`config.mk`:
```
export PLATFORM = sky130hd
export DESIGN_NAME = booth_r4_multiplier
export DESIGN_NICKNAME = d
export VERILOG_FILES = /design/src/rtl/booth_r4_multiplier.sv
export SDC_FILE = /design/constraint.sdc
export NUM_CORES = 1
export LEC_CHECK = 0
export ABC_CLOCK_PERIOD_IN_PS = 13690
export CELL_PAD_IN_SITES_DETAIL_PLACEMENT = 0
export CELL_PAD_IN_SITES_GLOBAL_PLACEMENT = 1
export CORE_UTILIZATION = 27
export CTS_CLUSTER_SIZE = 10
export DETAILED_ROUTE_END_ITERATION = 7
export PLACE_DENSITY_LB_ADDON = 0.1
export SYNTH_ARGS = -nofsm -noshare
export SYNTH_HDL_FRONTEND = slang
export SYNTH_SLANG_ARGS = --single-unit
```
`constraint.sdc`:
```
create_clock -name clk -period 13.69 [get_ports clk]
set_input_delay 2.0535 -clock clk [delete_from_list [all_inputs] [get_ports clk]]
set_output_delay 2.0535 -clock clk [all_outputs]
set_load 0.01 [all_outputs]
```
`src/rtl/booth_r4_multiplier.sv`:
```
// Radix-4 (modified Booth) sequential multiplier.
// Retires two multiplier bits per cycle over STEPS = WIDTH/2+1 iterations.
// Both operands are extended to WIDTH+2 bits, so the same datapath handles
// signed and unsigned operands. The accumulator is WIDTH+3 bits wide so
// that +/-2M never overflows it.
module booth_r4_multiplier #(
  parameter int WIDTH = 64
) (
  input  logic               clk,
  input  logic               reset,
  input  logic               op_start,
  input  logic               op_clear,
  input  logic               op_signed,
  input  logic [WIDTH-1:0]   multiplier,
  input  logic [WIDTH-1:0]   multiplicand,
  output logic               op_busy,
  output logic               op_done,
  output logic [2*WIDTH-1:0] result
);

  localparam int STEPS = WIDTH / 2 + 1;
  localparam int CNT_W = $clog2(STEPS + 1);
  localparam int XW    = WIDTH + 2;
  localparam int AW    = WIDTH + 3;

  typedef enum logic [1:0] {S_IDLE, S_CALC, S_DONE} state_t;

  state_t                 r_state;
  state_t                 w_next;
  logic signed [AW-1:0]   r_acc;
  logic        [XW-1:0]   r_q;
  logic                   r_q1;
  logic signed [XW-1:0]   r_m;
  logic [CNT_W-1:0]       r_cnt;
  logic [2*WIDTH-1:0]     r_result;

  logic                   w_last;
  logic        [2:0]      w_dig;
  logic signed [AW-1:0]   w_m1;
  logic signed [AW-1:0]   w_m2;
  logic signed [AW-1:0]   w_addend;
  logic                   w_cin;
  logic        [AW-1:0]   w_sum;
  logic signed [AW-1:0]   w_acc_nx;
  logic        [XW-1:0]   w_q_nx;
  logic [2*WIDTH-1:0]     w_prod;

  // Widen an operand to WIDTH+2 bits; sign bit replicated only in signed mode.
  function automatic logic [XW-1:0] extend(input logic [WIDTH-1:0] v, input logic sgn);
    return {{2{sgn & v[WIDTH-1]}}, v};
  endfunction

  assign w_last = (r_cnt == CNT_W'(1));
  assign w_dig  = {r_q[1:0], r_q1};
  assign w_m1   = {r_m[XW-1], r_m};
  assign w_m2   = {r_m, 1'b0};

  // Booth digit recoding: negative digits use inverted addend plus carry-in.
  always_comb begin
    w_addend = '0;
    w_cin    = 1'b0;
    case (w_dig)
      3'b001, 3'b010: w_addend = w_m1;
      3'b011:         w_addend = w_m2;
      3'b100: begin
        w_addend = ~w_m2;
        w_cin    = 1'b1;
      end
      3'b101, 3'b110: begin
        w_addend = ~w_m1;
        w_cin    = 1'b1;
      end
      default: begin
        w_addend = '0;
        w_cin    = 1'b0;
      end
    endcase
  end

  // Partial-product accumulate, then arithmetic shift of {acc,q,q_1} by two.
  assign w_sum    = r_acc + w_addend + {{(AW-1){1'b0}}, w_cin};
  assign w_acc_nx = {{2{w_sum[AW-1]}}, w_sum[AW-1:2]};
  assign w_q_nx   = {w_sum[1:0], r_q[XW-1:2]};
  assign w_prod   = {w_acc_nx[WIDTH-3:0], w_q_nx};

  // State register.
  always_ff @(posedge clk or posedge reset) begin
    if (reset) r_state <= S_IDLE;
    else       r_state <= w_next;
  end

  // Next-state: clear aborts anything; start only honoured in IDLE.
  always_comb begin
    w_next = r_state;
    case (r_state)
      S_IDLE:  if (op_start) w_next = S_CALC;
      S_CALC:  if (w_last)   w_next = S_DONE;
      S_DONE:  w_next = S_IDLE;
      default: w_next = S_IDLE;
    endcase
    if (op_clear) w_next = S_IDLE;
  end

  // Operand latch, iteration datapath and result register.
  always_ff @(posedge clk or posedge reset) begin
    if (reset) begin
      r_acc    <= '0;
      r_q      <= '0;
      r_q1     <= 1'b0;
      r_m      <= '0;
      r_cnt    <= '0;
      r_result <= '0;
    end else if (op_clear) begin
      r_acc    <= '0;
      r_q      <= '0;
      r_q1     <= 1'b0;
      r_m      <= '0;
      r_cnt    <= '0;
      r_result <= '0;
    end else begin
      case (r_state)
        S_IDLE: begin
          if (op_start) begin
            r_m   <= extend(multiplicand, op_signed);
            r_q   <= extend(multiplier, op_signed);
            r_acc <= '0;
            r_q1  <= 1'b0;
            r_cnt <= CNT_W'(STEPS);
          end
        end
        S_CALC: begin
          r_acc <= w_acc_nx;
          r_q   <= w_q_nx;
          r_q1  <= r_q[1];
          r_cnt <= r_cnt - CNT_W'(1);
          if (w_last) r_result <= w_prod;
        end
        default: ;
      endcase
    end
  end

  assign op_busy = (r_state != S_IDLE);
  assign op_done = (r_state == S_DONE);
  assign result  = r_result;

endmodule

```
==> metrics.txt <==
Static Leak 10.1 nW; syn_area_per_cell 9.98 sq um; maxcap violations 0; Clock Tree Buf Depth 3; fraction of layout cells with a size suffix above 1 0.0483; DRT iter0 DRCs 898; Req. time, crit path 14.19 ns; Fill cells 6,676; I/O Buffers 262; final worst path period share 0.388; Critical R2R Launch r_q[1]; Routed WL 61.2 mm; crit path time final 5.31 ns; reg2reg end result[127]; drt drc 0; Fin Clk Skew 0.0158 ns; # Post-CTS Setup Buffers 0; Vias/cell 5.17; Setup CP Type flop to flop; RD Place Congestion 0.841; met2 Use GR 0.291; GRT overflow 0; final hold vios 0; worst min-delay path class flop to flop; gr busiest metal met2; WL per Instance 21.2 microns; number of synthesized flops with an enable pin 0; Synth Area in XOR/XNOR 0.0601; number of CTS-inserted buffers 42; IO Pins 263; met3 Usage GRT 0.0250; Root Driver clkbuf_16; commonest non-fill, non-tap cell in the layout dfrtp_1; CP Launch Type flop; Core ar. 66,200 sq um; height of the die 262 microns; Max H-tree Level 2; synthesized area 18,200 sq um; main flop type after synthesis dfrtp_1; Slew HR 0.238; status finished, final reports clean; Arr. time, crit path 5.82 ns; total power draw 0.00292 W; most frequent cells in the layout dfrtp_1 (332), clkdlybuf4s50_1 (261), a22o_1 (214), nand2_1 (197), o21ai_0 (131); GR Util All Layers 0.179; Sum Neg Setup Slack 0 ns; hold_buf cts 0; vias in the first global route 15,500; Fmax 188 MHz; Hold EP r_acc[8]; Worst-Margin Slew 1.14 ns; total nets after synthesis 2,027; largest family of logic cells by synthesized area compound AO/OA/AOI/OAI gates; RSZ-0062 raised after global routing false; P&R area growth vs syn 25.7%; async set-or-reset flop fraction in the synthesized netlist 1.00; post-synthesis cell type count 61; simple-gate portion of the synthesized area 0.0941; Crit. End Element flop; Post-Syn Instances 1,825; initial antenna violation count 2; # clock sinks 333; Hold Path Origin r_acc[8]; first-pass GRT wire length 95.4 mm; cell count of the worst hold path 2; post-cts resize count 0; First-pass DRT Iterations 5; Final setup viols 0; Crit Path Max Fanout 41; worst skew pair latency 0.57 ns; proportion of synthesized area in mux cells 0.0363; HPWL Detailed 41.9 mm; Cell Pwr Density 127 nW/um^2; Rows 94; Synth Area in Compound Gates 0.268; nets 2,209; met1 usage 0.247; CTS tree built; Die ar. 68,500 sq um; fin util 0.346; Synthesis Warnings 0; die width 262 microns; worst vdd ir 0.0716 mV; Clk pin slew, worst setup/hold paths 0.06 ns; routed vias 15,000; post-synthesis sequential area ratio 0.457; Slew Limit Fails 0; R2R depth 15; ANT nets after route 0; Synth Register Bits 333; Synth Area in Adders 0.0482; r2r setup slk 8.38 ns; Starting Density 0.275; largest net degree at the start of global routing 162
-- registers in the layout, indices dropped and copies added (netlist names) --
name	cells
result	128
r_q	66
r_q1	1
r_m	65
r_state	2
r_acc	65
r_cnt	6
-- worst max-delay path, cell delays in order, from the launching register on --
cell and delay (ns):
dfrtp_4 0.74, buf_4 0.63, xor2_1 0.14, a22oi_1 0.16, o21ai_0 0.12, ha_1 0.49
nand4_1 0.18, nor3_1 0.39, nand4_1 0.20, a211oi_1 0.27, nor3_1 0.19, o31ai_1 0.50
a21oi_1 0.30, or3_1 0.51, a211o_1 0.29, nand3_1 0.07
-- synth_stat cells, types with 41 or more instances --
| cell | count | share of area |
|---|---|---|
| a21oi_1 | 108 | 0.030 |
| o31ai_1 | 70 | 0.029 |
| nor2_1 | 62 | 0.013 |
| clkbuf_1 | 113 | 0.023 |
| xor2_1 | 84 | 0.040 |
| a22o_1 | 214 | 0.10 |
| o21ai_0 | 131 | 0.036 |
| ha_1 | 67 | 0.046 |
| xnor2_1 | 41 | 0.020 |
| dfrtp_1 | 333 | 0.46 |
| a22oi_1 | 64 | 0.026 |
| mux2i_1 | 66 | 0.036 |
| nand2_1 | 197 | 0.041 |
-- through the flow --
| stage | cell area, sq um | cells | setup slack, ns | hold slack (ns) |
|---|---|---|---|---|
| 6_report | 22900 | 2893 | 8.38 | 0.489 |
| 3_5_place_dp | 21600 | 2827 | 8.38 | 0.475 |
| 5_1_grt | 22900 | 2892 | 7.88 | 0.507 |
| 2_1_floorplan | 18200 | 1825 | 2.41 | 0.450 |
| 4_1_cts | 22900 | 2892 | 8.36 | 0.494 |
| 3_3_place_gp | 21600 | 2827 | 8.43 | 0.472 |
-- cells by family (layout without fill, tap and decap cells) --
logic type,after synthesis,count (layout)
AO/OA/AOI/OAI,687,687
XOR/XNOR,125,125
adder cells (fa/ha/maj),69,69
buffers and inverters,168,371
flip-flops,333,333
multiplexers,66,66
other,0,1
AND/OR/NAND/NOR,377,377
-- how the worst max path moves through the flow --
stage / from / to / slack [ns] / cells after the start
floorplan: reset / r_acc[0] / 2.41 / 1
global placement: r_q[1] / r_acc[51] / 8.43 / 13
global route: r_q[1] / result[127] / 7.88 / 13
detailed placement: r_q[1] / r_acc[57] / 8.38 / 13
finish: r_q[1] / result[127] / 8.38 / 15
CTS: r_q[1] / r_acc[57] / 8.36 / 13
-- routing by layer --
| metal | part of all wire | wire (microns) |
|---|---|---|
| met5 | 0.00026 | 16 |
| met4 | 0.022 | 1340 |
| met3 | 0.038 | 2330 |
| met2 | 0.46 | 28100 |
| met1 | 0.48 | 29500 |
-- cell type report --
class,count,area (sq um),area share
multi-input cells,1324,9320,0.407
clock inverters,4,46.3,0.00202
well taps,864,1080,0.0472
repair buffers,281,2780,0.121
clock buffers,61,1230,0.0539
flip-flops and latches,333,8340,0.364
inverters,25,101,0.00443
diodes,1,2.50,0.000109
-- power by group --
group          total [W]  switching (W)  internal, W
Sequential       0.00114      0.0000799      0.00106
Combinational   0.000710       0.000433     0.000277
Clock            0.00106       0.000441     0.000619
Total            0.00292       0.000954      0.00196
(Power assumes the default switching activity.)
